$ cat config.mk
export PLATFORM = sky130hd
export DESIGN_NAME = textprint_ctrl
export DESIGN_NICKNAME = d
export VERILOG_FILES = /design/src/rtl/textprint_pkg.sv /design/src/rtl/cmd_fifo.sv /design/src/rtl/textprint_ctrl.sv
export SDC_FILE = /design/constraint.sdc
export NUM_CORES = 1
export LEC_CHECK = 0
export BUFFER_PORTS_ARGS = -buffer_cell sky130_fd_sc_hd__clkbuf_2
export CAP_MARGIN = 15
export CORE_MARGIN = 3
export CORE_UTILIZATION = 50
export CTS_CLUSTER_DIAMETER = 40
export DETAILED_ROUTE_END_ITERATION = 8
export PLACE_DENSITY = 0.78
export REMOVE_ABC_BUFFERS = 1
export SETUP_SLACK_MARGIN = 0.1
export SYNTH_ARGS = -nofsm -noshare
export SYNTH_HDL_FRONTEND = slang
export SYNTH_SLANG_ARGS = --single-unit
$ cat constraint.sdc
create_clock -name clk -period 3.75 [get_ports clk]
set_input_delay 0.5625 -clock clk [delete_from_list [all_inputs] [get_ports clk]]
set_output_delay 0.5625 -clock clk [all_outputs]
set_load 0.01 [all_outputs]
$ cat src/rtl/textprint_pkg.sv
// textprint_pkg: shared types and character constants for the text-print controller.
//   tp_state_t - controller FSM states
//   CH_*       - control character codes recognised by the controller
package textprint_pkg;

  typedef enum logic [2:0] {
    StIdle,
    StWrite,
    StScrRd,
    StScrWr,
    StBlank,
    StClear
  } tp_state_t;

  localparam logic [7:0] CH_NL    = 8'h0A;
  localparam logic [7:0] CH_CR    = 8'h0D;
  localparam logic [7:0] CH_BS    = 8'h08;
  localparam logic [7:0] CH_FF    = 8'h0C;
  localparam logic [7:0] CH_SPACE = 8'h20;

endpackage

$ cat src/rtl/cmd_fifo.sv
// cmd_fifo: small synchronous FIFO holding queued character codes.
//   clk, reset : clock, asynchronous active-high reset
//   push, din  : write request and data (accepted when not full, or full with a pop)
//   pop        : read request (ignored when empty)
//   full, empty: occupancy flags
//   head       : oldest entry, valid while not empty
module cmd_fifo #(
  parameter int unsigned WIDTH = 8,
  parameter int unsigned DEPTH = 4
) (
  input  logic             clk,
  input  logic             reset,
  input  logic             push,
  input  logic [WIDTH-1:0] din,
  input  logic             pop,
  output logic             full,
  output logic             empty,
  output logic [WIDTH-1:0] head
);

  localparam int unsigned PtrW = $clog2(DEPTH);

  logic [WIDTH-1:0] mem_q [DEPTH];
  logic [PtrW-1:0]  wr_ptr_q, rd_ptr_q;
  logic [PtrW:0]    count_q;
  logic             do_push, do_pop;

  assign full    = (count_q == (PtrW + 1)'(DEPTH));
  assign empty   = (count_q == '0);
  assign head    = mem_q[rd_ptr_q];
  assign do_pop  = pop && !empty;
  // A pop in the same cycle frees a slot, so a push into a full FIFO still fits.
  assign do_push = push && (!full || do_pop);

  always_ff @(posedge clk or posedge reset) begin
    if (reset) begin
      wr_ptr_q <= '0;
      rd_ptr_q <= '0;
      count_q  <= '0;
    end else begin
      if (do_push) wr_ptr_q <= wr_ptr_q + PtrW'(1);
      if (do_pop)  rd_ptr_q <= rd_ptr_q + PtrW'(1);
      unique case ({do_push, do_pop})
        2'b10:   count_q <= count_q + (PtrW + 1)'(1);
        2'b01:   count_q <= count_q - (PtrW + 1)'(1);
        default: count_q <= count_q;
      endcase
    end
  end

  always_ff @(posedge clk) begin
    if (do_push) mem_q[wr_ptr_q] <= din;
  end

endmodule

$ cat src/rtl/textprint_ctrl.sv
// textprint_ctrl: queues character codes from the core and performs the resulting
// character-map writes (print, newline, backspace, clear screen, scroll).
//   clk, reset           : clock, asynchronous active-high reset
//   textprint, chardata  : one-cycle strobe pushing a character code
//   busy                 : work queued or in progress
//   overflow             : sticky, a strobe was dropped on a full queue
//   cm_req/we/adr/wdata  : character-map transfer request, held until cm_ack
//   cm_rdata, cm_ack     : read data and transfer completion
//   cursor_col/row       : current text cursor
module textprint_ctrl
  import textprint_pkg::*;
#(
  parameter int unsigned COLS   = 80,
  parameter int unsigned ROWS   = 30,
  parameter int unsigned ADDR_W = 12,
  parameter int unsigned DEPTH  = 4
) (
  input  logic                     clk,
  input  logic                     reset,
  input  logic                     textprint,
  input  logic [7:0]               chardata,
  output logic                     busy,
  output logic                     overflow,
  output logic                     cm_req,
  output logic                     cm_we,
  output logic [ADDR_W-1:0]        cm_adr,
  output logic [7:0]               cm_wdata,
  input  logic [7:0]               cm_rdata,
  input  logic                     cm_ack,
  output logic [$clog2(COLS)-1:0]  cursor_col,
  output logic [$clog2(ROWS)-1:0]  cursor_row
);

  localparam int unsigned ColW = $clog2(COLS);
  localparam int unsigned RowW = $clog2(ROWS);

  localparam logic [ColW-1:0]   LastCol    = ColW'(COLS - 1);
  localparam logic [RowW-1:0]   LastRow    = RowW'(ROWS - 1);
  localparam logic [ADDR_W-1:0] ColsA      = ADDR_W'(COLS);
  localparam logic [ADDR_W-1:0] LastIdx    = ADDR_W'(COLS * ROWS - 1);
  localparam logic [ADDR_W-1:0] BlankStart = ADDR_W'((ROWS - 1) * COLS);

  tp_state_t         state_q, state_d;
  logic [7:0]        cmd_q, cmd_d;
  logic [7:0]        rd_latch_q, rd_latch_d;
  logic [ColW-1:0]   col_q, col_d;
  logic [RowW-1:0]   row_q, row_d;
  logic [ADDR_W-1:0] idx_q, idx_d;
  logic              overflow_q;

  logic              fifo_full, fifo_empty, pop;
  logic [7:0]        fifo_head;
  logic [ADDR_W-1:0] cur_adr;

  cmd_fifo #(
    .WIDTH(8),
    .DEPTH(DEPTH)
  ) u_cmd_fifo (
    .clk  (clk),
    .reset(reset),
    .push (textprint),
    .din  (chardata),
    .pop  (pop),
    .full (fifo_full),
    .empty(fifo_empty),
    .head (fifo_head)
  );

  assign cur_adr    = ADDR_W'(row_q) * ColsA + ADDR_W'(col_q);
  assign busy       = !fifo_empty || (state_q != StIdle);
  assign overflow   = overflow_q;
  assign cursor_col = col_q;
  assign cursor_row = row_q;

  always_comb begin
    state_d    = state_q;
    cmd_d      = cmd_q;
    rd_latch_d = rd_latch_q;
    col_d      = col_q;
    row_d      = row_q;
    idx_d      = idx_q;
    pop        = 1'b0;
    cm_req     = 1'b0;
    cm_we      = 1'b0;
    cm_adr     = '0;
    cm_wdata   = '0;

    unique case (state_q)
      StIdle: begin
        if (!fifo_empty) begin
          pop   = 1'b1;
          cmd_d = fifo_head;
          case (fifo_head)
            CH_NL: begin
              col_d = '0;
              if (row_q == LastRow) begin
                state_d = StScrRd;
                idx_d   = ColsA;
              end else begin
                row_d = row_q + RowW'(1);
              end
            end
            CH_CR: col_d = '0;
            CH_BS: begin
              if (col_q != '0) begin
                col_d = col_q - ColW'(1);
              end else if (row_q != '0) begin
                col_d = LastCol;
                row_d = row_q - RowW'(1);
              end
            end
            CH_FF: begin
              state_d = StClear;
              idx_d   = '0;
            end
            default: state_d = StWrite;
          endcase
        end
      end

      StWrite: begin
        cm_req   = 1'b1;
        cm_we    = 1'b1;
        cm_adr   = cur_adr;
        cm_wdata = cmd_q;
        if (cm_ack) begin
          state_d = StIdle;
          if (col_q == LastCol) begin
            // Writing the last column behaves like a newline.
            col_d = '0;
            if (row_q == LastRow) begin
              state_d = StScrRd;
              idx_d   = ColsA;
            end else begin
              row_d = row_q + RowW'(1);
            end
          end else begin
            col_d = col_q + ColW'(1);
          end
        end
      end

      StScrRd: begin
        cm_req = 1'b1;
        cm_adr = idx_q;
        if (cm_ack) begin
          rd_latch_d = cm_rdata;
          state_d    = StScrWr;
        end
      end

      StScrWr: begin
        cm_req   = 1'b1;
        cm_we    = 1'b1;
        cm_adr   = idx_q - ColsA;
        cm_wdata = rd_latch_q;
        if (cm_ack) begin
          if (idx_q == LastIdx) begin
            state_d = StBlank;
            idx_d   = BlankStart;
          end else begin
            state_d = StScrRd;
            idx_d   = idx_q + ADDR_W'(1);
          end
        end
      end

      StBlank, StClear: begin
        cm_req   = 1'b1;
        cm_we    = 1'b1;
        cm_adr   = idx_q;
        cm_wdata = CH_SPACE;
        if (cm_ack) begin
          if (idx_q == LastIdx) begin
            state_d = StIdle;
            col_d   = '0;
            if (state_q == StClear) row_d = '0;
          end else begin
            idx_d = idx_q + ADDR_W'(1);
          end
        end
      end

      default: state_d = StIdle;
    endcase
  end

  always_ff @(posedge clk or posedge reset) begin
    if (reset) begin
      state_q    <= StIdle;
      cmd_q      <= '0;
      rd_latch_q <= '0;
      col_q      <= '0;
      row_q      <= '0;
      idx_q      <= '0;
      overflow_q <= 1'b0;
    end else begin
      state_q    <= state_d;
      cmd_q      <= cmd_d;
      rd_latch_q <= rd_latch_d;
      col_q      <= col_d;
      row_q      <= row_d;
      idx_q      <= idx_d;
      if (textprint && fifo_full && !pop) overflow_q <= 1'b1;
    end
  end

endmodule
-- Word-level counts from Yosys, hierarchy flattened
Memory sizes are Yosys's and may differ from the RTL's.
Index checks and enable logic that the tools add are counted.
- add/subtract/negate cells: 11
- $mul: 1
- div/mod/pow operators: 0
- $lt $le $gt $ge: 0
- eq/ne operators: 32
- shift operators: 0
- multiplexer cells: 51
- bitwise logic cells: 1
- reductions and logical operators: 29
- operators by type and width (kind ; number):
    12-bit 2-to-1 mux ; 8
    7-bit 2-to-1 mux ; 7
    12-bit one-hot mux with 4 select lines ; 1
    5-bit 2-to-1 mux ; 9
    12-bit one-hot mux with 3 select lines ; 1
    8-bit by 4-bit == test with 1-bit output (second input constant) ; 4
    3-bit 2-to-1 mux ; 8
    12-bit one-hot mux with 2 select lines ; 1
    8-bit one-hot mux with 3 select lines ; 1
    7-bit one-hot mux with 3 select lines ; 1
    2-bit != test (second input constant) ; 10
    8-bit AND reduction ; 2
    3-bit one-hot mux with 5 select lines ; 1
    5-bit one-hot mux with 3 select lines ; 1
    7-bit one-hot mux with 2 select lines ; 1
    12-bit by 1-bit adder with 12-bit output (second input constant) ; 1
    12-bit by 7-bit adder with 12-bit output ; 1
    12-bit == test (second input constant) ; 1
    12-bit by 7-bit subtractor with 12-bit output (second input constant) ; 1
    5-bit one-hot mux with 2 select lines ; 1
    10-bit AND reduction ; 1
    3-bit == test (second input constant) ; 3
    3-bit != test (second input constant) ; 3
    3-bit one-hot mux with 3 select lines ; 1
    36 further kinds ; 56
- bits in registers: 51
- latch bits: 0
- RAM bits: 32
- memory bits (read-only): 0
- logic and storage cells: 136
- memories: 1
- memories (memory ; words ; bits a word ; rd ports ; clocked after memory_dff ; write ports ; RTL line ; source):
    u_cmd_fifo.mem_q ; 4 ; 8 ; 1 ; 0 ; 1 ; cmd_fifo.sv:23 ; logic [WIDTH-1:0] mem_q [DEPTH];

-- Depth between registers and ports, before layout
- depth after elaboration: 8
- mapped depth: 12

-- By module
From an unflattened synthesis, not the netlist that was laid out.
- cells, all modules: 511
- area, all modules: 5424.0 um2
- modules (own cells, without submodules) (module ; instances ; cells an instance ; area an instance (um2)):
    textprint_ctrl ; 1 ; 430 ; 3832.4
    cmd_fifo ; 1 ; 81 ; 1591.5

-- Worst setup path before layout
OpenSTA, ideal clock, no wires.
- path type: flip-flop to output port
- start point: register row_q[1], in the netlist cursor_row[1]
- end point: output cm_adr[10]
- arrival time: 2181 ps
- required time: 3188 ps
- slack: 1006 ps
- cell stages (with the launch flop): 8
- cells stage by stage: dfrtp_1 ha_1 ha_1 fa_1 xor2_1 nand3_1 xor2_1 o21ai_0
- word-level cells in the longest chain between the ends: 3
- ends and longest elaborated chain (what ; RTL line ; source):
    from (decl) ; textprint_ctrl.sv:47 ; logic [RowW-1:0] row_q, row_d;
    from (signal assigned) ; textprint_ctrl.sv:202 ; row_q <= row_d;
    5-bit by 3-bit multiplier with 8-bit output ; textprint_ctrl.sv:69 ; assign cur_adr = ADDR_W'(row_q) * ColsA + ADDR_W'(col_q);
    12-bit by 7-bit adder with 12-bit output ; textprint_ctrl.sv:69 ;
    12-bit one-hot mux with 3 select lines ; textprint_ctrl.sv:88 ; unique case (state_q)
    to (decl) ; textprint_ctrl.sv:26 ; output logic [ADDR_W-1:0] cm_adr,
No other way between the ends.

-- Worst setup path after layout
- start point: register row_q[3], in the netlist cursor_row[3]
- end point: output cm_adr[10]
The elaborated chain is that of the path after synthesis.

==> out/metrics.cfg <==
[timing]
setup_tns_ps = 0
rsz0062_at_grt = no
layout_min_cycle_time_ps = 3339
worst_slack_ps = 410.9
slew_headroom = 0.4312
worst_pin_slew_ps = 853.2
finalCritPeriodShare = 0.8904
drv_slew = 0
final_hold_viol_count = 0
max_freq_mhz = 299.5
fin_hold_ws_ps = 244.9
fin_skew_ps = 14.28
setup_violations = 0

[synth]
synth_area_sq_um = 5477
ys_seq_area_frac = 0.4085
yosysWarningCount = 0
synth_seq_cells = 83
yosysUniqueCellTypes = 76
ys_async_sr_fraction = 0.6145
synth.most_common_cell = dfrtp_1
synthTopCellsByArea = dfrtp_1 23%, edfxtp_1 18%, ha_1 6.2%
synthTopCellsByCount = 51 x dfrtp_1, 45 x nor2_1, 36 x nand2_1, 32 x edfxtp_1, 31 x o21ai_0
synth_top_area_frac = 0.2330
synth_edf_count = 32
postSynthCellCount = 535
syn_area_per_cell_sq_um = 10.24
synth_top_area_cell = dfrtp_1
ys.flop_type = dfrtp_1

[clocking]
tritoncts = done
cts_resized = 0
cts.sinks = 83
numCtsBuffers = 9
clkTransAtPathRegs_ps = 100
post-cts-setup-buffers = 0
htree_num_levels = 3
ctsHoldBuffers = 0
worstSkewPairLatency_ps = 360
clk_path_buf_depth = 2
root_buffer = clkbuf_8

[floorplan]
die_area_sq_um = 12240
io_pins = 56
core-area_sq_um = 10510
die_x_microns = 110.7
fp.dieH_microns = 110.7
rows = 37
initial_core_util = 0.5211

[route]
drtAntennaViolNets = 0
drcViolationCount = 0
drt_iter0_drc = 535
wl_microns = 12840
wire_per_inst_microns = 17.98
drt_pass1_iterations = 5
vias = 4463
vias_per_cell = 6.251

[setup_path]
reg2regPathDepth = 7
reg2reg_from = u_cmd_fifo.rd_ptr_q[0]
cpMaxStageDelayCell = dfrtp_1
start_kind = flop
cp_max_fo = 11
cp.required_ps = 3190
worst_path_largest_cell_delay_ps = 590
worst-path-buf-inv = 1
r2r-end = idx_q[7]
r2r_slack_ps = 650
crit_chain = ha_1 -> ha_1 -> fa_1 -> xor2_1 -> nand3_1 -> xor2_1 -> o21ai_0 -> clkbuf_2
worst-path-stages = 8
path_delay_family = adder cells
path_class = reg2out
arrival_ps = 2780
end_kind = primary output

[layout]
layout-drive-gt1-share = 0.2111
fin_nets = 623
area_growth_pct = 9.778
diodes = 0

[global_route]
grt_max_degree = 27
overflow = 0
grt_pass1_vias = 4385
grt_pass1_wl_microns = 21600
antenna_found_initial = 0
grt_usage = 0.2121

[placed_design]
hpwl_microns = 9386
post-place-ws_ps = 672.9
io_buffers = 55
gp_congestion = 0.9168

[power_and_ir_drop]
worst_ir_drop_vdd_uv = 364.7
power_leakage_nw = 2.536
powerDensity_nw_per_um2 = 803.7

[job]
maxCapViolCount = 0

[status]
status = finished, final reports clean

[min_path]
min_path_type = in2async

metal layers:
layer | GRT usage | share of wire
met5 | 0 | 0
met4 | 0.07061 | 0.023
met3 | 0.04148 | 0.076
met2 | 0.3422 | 0.47
met1 | 0.2879 | 0.43
placed cells by master (no fill, tap or decap), drive strengths merged, types with 9 or more instances in the layout:
master	instances
a21o	9
xor2	10
nand2	37
a22oi	11
dfrtp	51
inv	21
ha	27
nand3	21
and3	13
mux2	19
o21ai	32
nor3	11
mux2i	14
nor2	45
clkbuf	64
edfxtp	32
xnor2	11
a21oi	30
state kept, by name, indices dropped and copies added (netlist names):
name / cells
cmd_q: 8
cursor_col: 7
cursor_row: 5
idx_q: 12
overflow: 1
rd_latch_q: 8
state_q: 3
u_cmd_fifo.count_q: 3
u_cmd_fifo.mem_q: 32
u_cmd_fifo.rd_ptr_q: 2
u_cmd_fifo.wr_ptr_q: 2
area by class of cell:
| cell class | instances | area [sq um] |
|---|---|---|
| clock buffers | 9 | 123.9 |
| clock inverters | 7 | 71.32 |
| fillers | 870 | 4497 |
| inverters | 18 | 67.56 |
| multi-input cells | 400 | 3022 |
| flip-flops and latches | 83 | 2237 |
| well taps | 136 | 170.2 |
| repair buffers | 61 | 320.3 |
kinds of logic (layout without fill, tap and decap cells):
logic type	count (synthesis)	in the layout	share of synthesized area
compound gates	134	134	0.1679
xor+xnor	21	21	0.03358
fa+ha+maj	30	30	0.07265
buf+inv	52	95	0.04021
flops	83	83	0.4085
mux	41	41	0.1003
simple gates	174	174	0.1768
worst max path at each step:
stage                          endpoint              startpoint  slack (ps)
after CTS                    cm_adr[10]              state_q[1]         260
final                        cm_adr[10]           cursor_row[3]         410
after detailed placement       idx_q[9]  u_cmd_fifo.rd_ptr_q[0]         670
after global placement         idx_q[7]  u_cmd_fifo.rd_ptr_q[0]         770
after floorplan           cursor_col[2]              state_q[1]         490
after global routing         cm_adr[10]           cursor_row[3]         240
report_power, final:
group          switching, W  leakage [nW]  internal [W]
Clock              0.000377        0.0931      0.000260
Combinational       0.00149          1.50       0.00114
Sequential         0.000345         0.947       0.00122
per-stage QoR:
| stage | power (W) | cells | utilization | instance area (sq um) |
|---|---|---|---|---|
| after floorplan | 0.003406 | 501 | - | 5324 |
| after global placement | 0.004083 | 698 | 0.5533 | 5814 |
| after detailed placement | 0.004190 | 698 | 0.5533 | 5814 |
| after CTS | 0.004837 | 714 | 0.5719 | 6010 |
| after global routing | 0.005214 | 714 | 0.5721 | 6012 |
| final | 0.004832 | 714 | 0.5721 | 6012 |
(Power assumes the default switching activity.)
